$ cat config.mk
export PLATFORM = sky130hd
export DESIGN_NAME = rr_bit_arbiter
export DESIGN_NICKNAME = d
export VERILOG_FILES = /design/src/rtl/rr_arb_pkg.sv /design/src/rtl/rr_prio_pick.sv /design/src/rtl/rr_bit_arbiter.sv
export SDC_FILE = /design/constraint.sdc
export NUM_CORES = 1
export LEC_CHECK = 0
export BUFFER_PORTS_ARGS = -buffer_cell sky130_fd_sc_hd__buf_4
export CORE_MARGIN = 2
export CORE_UTILIZATION = 52
export CTS_CLUSTER_SIZE = 12
export DETAILED_ROUTE_END_ITERATION = 8
export PLACE_DENSITY = 0.78
export SLEW_MARGIN = 25
export SYNTH_ARGS = -nofsm -noshare
export SYNTH_HDL_FRONTEND = slang
export SYNTH_SLANG_ARGS = --single-unit
export TNS_END_PERCENT = 10
$ cat constraint.sdc
create_clock -name clk -period 3.14 [get_ports clk]
set_input_delay 0.471 -clock clk [delete_from_list [all_inputs] [get_ports clk]]
set_output_delay 0.471 -clock clk [all_outputs]
set_load 0.005 [all_outputs]
$ cat src/rtl/rr_arb_pkg.sv
// Shared types and a behavioural round-robin pick used to cross-check the
// structural picker in simulation.
package rr_arb_pkg;

  typedef enum logic {
    IDLE  = 1'b0,
    GRANT = 1'b1
  } state_t;

  localparam int unsigned RR_MAX_REQ = 32;
  localparam int unsigned RR_IDX_W   = 5;

  typedef struct packed {
    logic                valid;
    logic [RR_IDX_W-1:0] idx;
  } rr_pick_t;

  // First set request scanning ptr, ptr+1, ... modulo n.
  function automatic rr_pick_t rr_pick(input logic [RR_MAX_REQ-1:0] req,
                                       input int unsigned          ptr,
                                       input int unsigned          n);
    rr_pick_t    res;
    int unsigned cand;
    res = '0;
    for (int unsigned k = 0; k < n; k++) begin
      cand = (ptr + k) % n;
      if (!res.valid && req[cand[RR_IDX_W-1:0]]) begin
        res.valid = 1'b1;
        res.idx   = cand[RR_IDX_W-1:0];
      end
    end
    return res;
  endfunction

endpackage

$ cat src/rtl/rr_prio_pick.sv
// Combinational round-robin picker: rotate requests so ptr sits at bit 0,
// priority-encode the lowest set bit, then rotate the index back.
module rr_prio_pick #(
  parameter  int unsigned N_REQ = 4,
  localparam int unsigned IDX_W = $clog2(N_REQ)
) (
  input  logic [N_REQ-1:0] req,
  input  logic [IDX_W-1:0] ptr,
  output logic             valid,
  output logic [IDX_W-1:0] idx
);

  logic [2*N_REQ-1:0] doubled;
  logic [N_REQ-1:0]   rot;
  logic [IDX_W-1:0]   off;
  logic [IDX_W:0]     sum;

  always_comb begin
    doubled = {req, req} >> ptr;
    rot     = doubled[N_REQ-1:0];
    valid   = |rot;
    off     = '0;
    // Scan downwards so the lowest set bit is the one left in off.
    for (int unsigned k = N_REQ; k > 0; k--) begin
      if (rot[IDX_W'(k - 1)]) begin
        off = IDX_W'(k - 1);
      end
    end
    sum = {1'b0, ptr} + {1'b0, off};
    if (sum >= (IDX_W + 1)'(N_REQ)) begin
      sum = sum - (IDX_W + 1)'(N_REQ);
    end
    idx = sum[IDX_W-1:0];
  end

endmodule

$ cat src/rtl/rr_bit_arbiter.sv
// Round-robin arbiter sharing one registered single-bit output between
// N_REQ requesters, with a per-grant hold limit and timeout pulse.
module rr_bit_arbiter
  import rr_arb_pkg::*;
#(
  parameter int unsigned N_REQ    = 4,
  parameter int unsigned HOLD_MAX = 8
) (
  input  logic                     clk,
  input  logic                     rst,
  input  logic [N_REQ-1:0]         req,
  input  logic [N_REQ-1:0]         last,
  input  logic [N_REQ-1:0]         i,
  output logic [N_REQ-1:0]         gnt,
  output logic [$clog2(N_REQ)-1:0] gnt_id,
  output logic                     busy,
  output logic                     o,
  output logic                     timeout
);

  localparam int unsigned IDX_W = $clog2(N_REQ);
  localparam int unsigned CNT_W = $clog2(HOLD_MAX + 1);
  localparam logic [CNT_W-1:0] HOLD_LAST = CNT_W'(HOLD_MAX - 1);
  localparam logic [IDX_W-1:0] LAST_IDX  = IDX_W'(N_REQ - 1);

  state_t           state_q, state_d;
  logic [N_REQ-1:0] gnt_q, gnt_d;
  logic [IDX_W-1:0] gnt_id_q, gnt_id_d;
  logic [IDX_W-1:0] ptr_q, ptr_d;
  logic [CNT_W-1:0] hold_cnt_q, hold_cnt_d;
  logic             o_q, o_d;
  logic             timeout_q, timeout_d;

  logic             pick_valid;
  logic [IDX_W-1:0] pick_idx;
  logic             cur_req, cur_last, at_limit, release_now;

  rr_prio_pick #(.N_REQ(N_REQ)) u_pick (
    .req   (req),
    .ptr   (ptr_q),
    .valid (pick_valid),
    .idx   (pick_idx)
  );

  always_comb begin
    state_d     = state_q;
    gnt_d       = gnt_q;
    gnt_id_d    = gnt_id_q;
    ptr_d       = ptr_q;
    hold_cnt_d  = hold_cnt_q;
    o_d         = 1'b0;
    timeout_d   = 1'b0;
    cur_req     = req[gnt_id_q];
    cur_last    = last[gnt_id_q];
    at_limit    = (hold_cnt_q == HOLD_LAST);
    release_now = !cur_req || cur_last || at_limit;

    case (state_q)
      IDLE: begin
        if (pick_valid) begin
          state_d    = GRANT;
          gnt_d      = {{(N_REQ - 1){1'b0}}, 1'b1} << pick_idx;
          gnt_id_d   = pick_idx;
          hold_cnt_d = '0;
        end
      end
      GRANT: begin
        hold_cnt_d = hold_cnt_q + 1'b1;
        o_d        = i[gnt_id_q];
        if (release_now) begin
          state_d    = IDLE;
          gnt_d      = '0;
          o_d        = 1'b0;
          hold_cnt_d = '0;
          ptr_d      = (gnt_id_q == LAST_IDX) ? '0 : gnt_id_q + 1'b1;
          // Only a pure hold-limit expiry counts as a timeout.
          timeout_d  = at_limit && cur_req && !cur_last;
        end
      end
      default: begin
        state_d = IDLE;
        gnt_d   = '0;
      end
    endcase
  end

  always_ff @(posedge clk) begin
    if (rst) begin
      state_q    <= IDLE;
      gnt_q      <= '0;
      gnt_id_q   <= '0;
      ptr_q      <= '0;
      hold_cnt_q <= '0;
      o_q        <= 1'b0;
      timeout_q  <= 1'b0;
    end else begin
      state_q    <= state_d;
      gnt_q      <= gnt_d;
      gnt_id_q   <= gnt_id_d;
      ptr_q      <= ptr_d;
      hold_cnt_q <= hold_cnt_d;
      o_q        <= o_d;
      timeout_q  <= timeout_d;
    end
  end

  assign gnt     = gnt_q;
  assign gnt_id  = gnt_id_q;
  assign busy    = (state_q == GRANT);
  assign o       = o_q;
  assign timeout = timeout_q;

`ifndef SYNTHESIS
  rr_pick_t ref_pick;
  assign ref_pick = rr_pick(RR_MAX_REQ'(req), 32'(ptr_q), N_REQ);

  always_ff @(posedge clk) begin
    if (!rst) begin
      assert ($onehot0(gnt_q));
      assert (busy == |gnt_q);
      assert (busy || !o_q);
      if (state_q == IDLE) begin
        assert (pick_valid == ref_pick.valid &&
                (!ref_pick.valid || pick_idx == ref_pick.idx[IDX_W-1:0]));
      end
    end
  end
`endif

endmodule

==> results of run 1 <==
[per-stage QoR]
step / std cells / setup WS [ns] / power, mW / hold WS (ns) / cell area [um2]
finish: 159 / 0.831 / 0.502 / 0.455 / 1160
CTS: 159 / 0.839 / 0.506 / 0.447 / 1160
global placement: 155 / 0.773 / 0.392 / 0.471 / 1130
detailed placement: 155 / 0.729 / 0.397 / 0.477 / 1130
global route: 159 / 0.592 / 0.538 / 0.449 / 1160
floorplan: 114 / 0.832 / 0.338 / 0.458 / 961
[state kept, by name, summed over array words and instances, names as in the netlist]
register / count
gnt: 4
hold_cnt_q: 4
gnt_id: 2
ptr_q: 2
busy: 1
o: 1
timeout: 1
[cells in the mapped netlist (all sizes together) (2+ instances only)]
master  number  share of area
nand2        6          0.023
and2b        2          0.016
o21ai        9          0.059
a32o         2          0.021
nand3b       2          0.016
or2          2          0.013
a21oi        4          0.021
o21a         2          0.016
ha           3          0.039
nor2        12          0.049
nor3         2          0.021
dfxtp       15           0.31
nand3       16          0.083
nand2b       5          0.033
buf          2          0.010
and4b        3          0.031
xnor2        2          0.018
or4          2          0.016
a32oi        3          0.027
clkbuf       4          0.017
mux4         2          0.047
[final cells by class]
class | instances | area (um2)
sequential | 15 | 300
clock buffer | 4 | 26.3
multi-input combinational | 92 | 631
timing repair buffer | 22 | 165
inverter | 1 | 3.75
fill | 163 | 569
tap | 25 | 31.3
[how the worst min path moves through the flow]
stage / startpoint / end / slack [ns]
2_1_floorplan: hold_cnt_q[0]$_SDFFE_PP0P_ / hold_cnt_q[0]$_SDFFE_PP0P_ / 0.46
3_3_place_gp: hold_cnt_q[0]$_SDFFE_PP0P_ / hold_cnt_q[0]$_SDFFE_PP0P_ / 0.47
3_5_place_dp: gnt[2]$_SDFFE_PP0P_ / gnt[2]$_SDFFE_PP0P_ / 0.48
4_1_cts: rst / ptr_q[0]$_SDFFE_PP0P_ / 0.45
5_1_grt: rst / gnt_id[0]$_SDFFE_PP0P_ / 0.45
6_report: rst / gnt_id[0]$_SDFFE_PP0P_ / 0.46
[kinds of logic after synthesis]
group / count (synthesis) / share of synthesized area
compound gates: 23 / 0.168
xor+xnor: 3 / 0.0273
fa+ha+maj: 3 / 0.0391
buf+inv: 7 / 0.0312
flops: 15 / 0.313
mux: 3 / 0.0573
simple gates: 60 / 0.365
[power by group]
part | switching (mW) | leakage, nW | internal, mW
combinational | 0.0749 | 0.348 | 0.0806
sequential | 0.0279 | 0.122 | 0.210
clock | 0.0596 | 0.0150 | 0.0493
[worst register-to-register path: stages, from the launching register on]
cell	delay (ns)
dfxtp_1	0.50
nor2_1	0.13
nand2_1	0.09
o21ai_0	0.07
o21ai_0	0.16
nand3_1	0.10
ha_1	0.32
or4_1	0.56
nor2_1	0.15
nand3_1	0.09
nand3_1	0.09
[cell usage in the layout (no fill, tap or decap), drive strengths merged, types with 3 or more instances in the layout]
cell type,n
dfxtp,15
nor2,12
a21oi,4
ha,3
and4b,3
nand2,6
o21ai,9
nand3,16
clkbuf,4
a32oi,3
nand2b,5
buf,22
[layer usage]
metal,up-vias,part of all wire,global-route usage
met4,0,0.013,0.0667
met3,4,0.070,0.0692
met1,425,0.45,0.292
li1,467,-,-
met5,-,0,0
met2,36,0.47,0.370
==> impl_metrics.csv, run 1 <==
group,metric,value,unit
critical_path,r2r_end,"gnt[2]$_SDFFE_PP0P_",
critical_path,critPathArrivalTime,2.54,ns
clocking,cts_buffers,3,
critical_path,slowest_stage,"or4_1",
global_routing,antenna_found_initial,0,
pwr,power_density,434,mW/mm2
drt,drt_pass1_iterations,4,
timing,rsz0062_at_grt,"false",
clocking,cts_sinks,15,
floorplan,rows,15,
timing,slew_viol_final,0,
drt,vias_per_cell,5.86,
drt,num_vias,932,
floorplan,core,0.00173,mm2
floorplan,pin_count,23,
place,port_buffers,22,
critical_path,critPathTopFamily,"simple AND/OR/NAND/NOR gates",
global_routing,grt_max_degree,15,
run,maxCapViolCount,0,
global_routing,grt_pass1_wl,3530,um
drt,wirelength,2180,um
timing,setup_viol,0,
floorplan,die_area,0.00221,mm2
synthesis,synth.avg_cell_area,8.43,um2
drt,drtAntennaViolNets,0,
clocking,clockRootBuffer,"clkbuf_4",
timing,timing.fmax,433,MHz
synthesis,syn_area,961,um2
global_routing,grt_pass1_vias,795,
drt,drc,0,
synthesis,synth_nets,131,
clocking,cts_setup_buffers,0,
synthesis,ys.flop_type,"dfxtp_1",
critical_path,worst-r2r-cell-count,10,
clocking,insertion_delay,0.28,ns
timing,hold_viol,0,
critical_path,worst-path-buf-inv,0,
clocking,cts_tree,"built",
critical_path,cp_max_fo,10,
cells_and_area,syn2layout_area_growth,20.4,%
critical_path,cp_num_cells,10,
clocking,holdBufCountCts,0,
timing,fin_tns_setup,0,ns
synthesis,ys_seq_elements,15,
critical_path,crit_type,"reg -> reg",
cells_and_area,drive_above_1_share,0.261,
timing,fin_crit,2.31,ns
critical_path,crit_path_start,"ptr_q[0]$_SDFFE_PP0P_",
synthesis,synth_seq_area_share,0.313,
cells_and_area,antenna_cells,0,
critical_path,cp.required,3.37,ns
timing,skew,0.00117,ns
critical_path,worstSetupEndpoint,"gnt[2]$_SDFFE_PP0P_",
critical_path,cp_common_cell,"nand3_1",
cells_and_area,final_core_util,0.670,
pwr,ir_worst_vdd,0.000373,V
synthesis,syn_inst,114,
clocking,cts_max_level,1,
synthesis,synth_cell_type_count,38,
place,dpl.hpwl,1680,um
timing,worst_pin_slew,0.473,ns
critical_path,crit_chain,"nor2_1 -> nand2_1 -> o21ai_0 -> o21ai_0 -> nand3_1 -> ha_1 -> or4_1 -> nor2_1 -> nand3_1 -> nand3_1",
pwr,p_leak,0.485,nW
clocking,cts_max_path_buffers,2,
floorplan,die-height,47.0,um
clocking,clk_transition_reported_paths,0.08,ns
critical_path,worstSetupEndpointType,"flip-flop",
critical_path,cpPeakStageDelay,0.56,ns
drt,avgRoutedWirePerCell,13.7,um
critical_path,r2r_slack,0.83,ns
global_routing,track_usage,0.228,
floorplan,die_width,47.0,um
synthesis,yosysWarnings,0,
cells_and_area,nets,152,
synthesis,synth-edff-count,0,
hold_path,hold_class,"in -> reg",
place,gp_congestion,0.791,
status,outcome,"finished, final reports clean",
timing,fin_crit_sh,0.735,
drt,first_iter_violations,30,
critical_path,start_kind,"flip-flop",
hold_path,hold_path_depth,2,
critical_path,reg2reg_from,"ptr_q[0]$_SDFFE_PP0P_",
synthesis,synth-async-reset-ratio,0,
clocking,cts-resized-gates,0,
floorplan,start_util,0.557,
global_routing,grt.overflow.total,0,
timing,max_slew_margin,0.685,
Note: power is estimated with default switching activity, not from simulation.
==> run 2: changes to the inputs <==
--- a/config.mk
+++ b/config.mk
@@ -7,10 +7,10 @@
 export LEC_CHECK = 0
 export BUFFER_PORTS_ARGS = -buffer_cell sky130_fd_sc_hd__buf_4
 export CORE_MARGIN = 2
-export CORE_UTILIZATION = 52
+export CORE_UTILIZATION = 47
 export CTS_CLUSTER_SIZE = 12
 export DETAILED_ROUTE_END_ITERATION = 8
-export PLACE_DENSITY = 0.78
+export PLACE_DENSITY = 0.74
 export SLEW_MARGIN = 25
 export SYNTH_ARGS = -nofsm -noshare
 export SYNTH_HDL_FRONTEND = slang
==> constraint.sdc (replaced) <==
create_clock -name clk -period 2.1 [get_ports clk]
set_input_delay 0.315 -clock clk [delete_from_list [all_inputs] [get_ports clk]]
set_output_delay 0.315 -clock clk [all_outputs]
set_load 0.005 [all_outputs]
==> run 2 against run 1 <==
Compared with the run above: via count grew 5.9%; sequential power grew 49%; worst hold slack lost 0.17 ns; wire length grew 11%; first-iteration DRC count grew 20%; non-clock buffer count grew 15; global-route usage shrank 0.45 points; sequential share of layout area shrank 2.6 points; critical path depth shrank 2; clock skew grew 0.0025 ns; clock power grew 62%; critical path type unchanged.
==> impl_metrics.csv, run 2 (synthesis results as in run 1) <==
group,metric,value,unit
cells_and_area,final_cell_mix,"buf_4, nand3_1, dfxtp_1, nor2_1",
cells_and_area,fillers,183,
clocking,insertion_delay,0.29,ns
place,port_buffers,22,
floorplan,die_width,49.2,um
timing,worst_pin_slew,0.453,ns
drt,wirelength,2410,um
cells_and_area,stdcell_count,176,
clocking,clk_transition_reported_paths,0.10,ns
critical_path,slowest_stage,"or4_4",
global_routing,grt_max_degree,15,
drt,drtAntennaViolNets,0,
clocking,holdBufCountCts,0,
run,maxCapViolCount,0,
drt,first_iter_violations,36,
cells_and_area,drive_above_1_share,0.383,
critical_path,worst-path-buf-inv,1,
hold_path,hold_start,"rst",
floorplan,core,0.00194,mm2
clocking,cts_buffers,3,
timing,timing.fmax,494,MHz
critical_path,r2r_end,"gnt[0]$_SDFFE_PP0P_",
timing,hold_viol,0,
cells_and_area,antenna_cells,0,
global_routing,track_usage,0.223,
global_routing,antenna_found_initial,0,
pwr,ir_worst_vdd,0.000450,V
status,outcome,"finished, final reports clean",
cells_and_area,layout_commonest_cell,"buf_4",
timing,slew_viol_final,0,
global_routing,grt_pass1_wl,4240,um
clocking,cts_max_path_buffers,2,
critical_path,critPathArrivalTime,2.26,ns
place,dpl.hpwl,1880,um
timing,max_slew_margin,0.695,
place,place_area,0.00125,mm2
timing,fin_tns_setup,0,ns
floorplan,pin_count,23,
critical_path,crit_chain,"buf_4 -> or4_4 -> nand3_1 -> ha_1 -> or4_4 -> nor2_4 -> nand3_1 -> nand3_1",
floorplan,rows,16,
cells_and_area,syn2layout_area_growth,35.5,%
timing,holdWs,0.287,ns
critical_path,worstSetupEndpointType,"flip-flop",
timing,setup_viol,0,
timing,skew,0.00363,ns
critical_path,worst-r2r-cell-count,8,
floorplan,start_util,0.495,
global_routing,grt.overflow.total,0,
floorplan,die-height,49.2,um
pwr,total_power,0.829,mW
drt,vias_per_cell,5.61,
clocking,cts_tree,"built",
critical_path,r2r_slack,0.08,ns
critical_path,crit_type,"reg -> reg",
clocking,cts_max_level,1,
clocking,clockRootBuffer,"clkbuf_4",
drt,drc,0,
floorplan,die_area,0.00242,mm2
critical_path,critPathTopFamily,"simple AND/OR/NAND/NOR gates",
pwr,power_density,636,mW/mm2
hold_path,hold_path_depth,2,
pwr,p_leak,0.565,nW
timing,fin_crit_sh,0.964,
cells_and_area,multi_input_area,656,um2
critical_path,cp_max_fo,5,
critical_path,cp_common_cell,"nand3_1",
global_routing,grt_pass1_vias,961,
place,dp_slack,-0.0743,ns
place,placedCellCount,172,
cells_and_area,nets,167,
hold_path,hold_class,"in -> reg",
drt,avgRoutedWirePerCell,13.7,um
timing,post-route-worst-setup-slack,0.0750,ns
critical_path,reg2reg_from,"ptr_q[0]$_SDFFE_PP0P_",
cells_and_area,final_core_util,0.671,
clocking,cts_sinks,15,
hold_path,holdPathEnd,"ptr_q[0]$_SDFFE_PP0P_",
critical_path,cp.required,2.34,ns
drt,num_vias,987,
critical_path,cpPeakStageDelay,0.46,ns
timing,rsz0062_at_grt,"true",
critical_path,start_kind,"flip-flop",
timing,fin_crit,2.02,ns
cells_and_area,regArea,304,um2
place,gp_congestion,0.765,
cells_and_area,fin_area,0.00130,mm2
drt,drt_pass1_iterations,4,
-- run 2: worst max path at each step --
stage / start / end / cells after the start / slack [ns]
global placement: req[3] / gnt[2]$_SDFFE_PP0P_ / 9 / -0.02
CTS: ptr_q[0]$_SDFFE_PP0P_ / gnt[2]$_SDFFE_PP0P_ / 8 / 0.007
floorplan: req[2] / gnt[0]$_SDFFE_PP0P_ / 8 / 0.002
finish: ptr_q[0]$_SDFFE_PP0P_ / gnt[0]$_SDFFE_PP0P_ / 8 / 0.08
detailed placement: req[1] / gnt[2]$_SDFFE_PP0P_ / 11 / -0.07
global route: ptr_q[0]$_SDFFE_PP0P_ / gnt[0]$_SDFFE_PP0P_ / 10 / -0.02
-- run 2: cell type report --
| type | instances | share of cell area |
|---|---|---|
| timing repair buffer | 37 | 0.213 |
| clock buffer | 3 | 0.0173 |
| tap | 27 | 0.0259 |
| multi-input combinational | 92 | 0.503 |
| inverter | 1 | 0.00288 |
| sequential | 15 | 0.233 |
| clock inverter | 1 | 0.00384 |
-- run 2: repair_timing --
| action | 4_1_cts | 5_1_grt |
|---|---|---|
| pin swaps | 1 | 1 |
| resized for setup | 1 | 9 |
| setup buffers | 0 | 0 |
| endpoints found under the setup margin | 2 | 2 |
-- run 2: where the power goes --
part	total (mW)	switching (mW)	internal, mW
sequential	0.353	0.0383	0.314
clock	0.177	0.106	0.0707
combinational	0.300	0.138	0.162
total	0.829	0.282	0.547
-- run 2: worst register-to-register path, stage by stage (launching register included) --
cell and delay [ns]:
dfxtp_4 0.37, buf_4 0.14, or4_4 0.40, nand3_1 0.09, ha_1 0.25, or4_4 0.46
nor2_4 0.10, nand3_1 0.08, nand3_1 0.08
-- run 2: metal layers --
metal	up-vias	GRT usage	wire, um
met2	27	0.381	1160
met3	4	0.0491	111
met4	0	0.0667	15
li1	495	-	-
met1	461	0.279	1130
met5	-	0	0
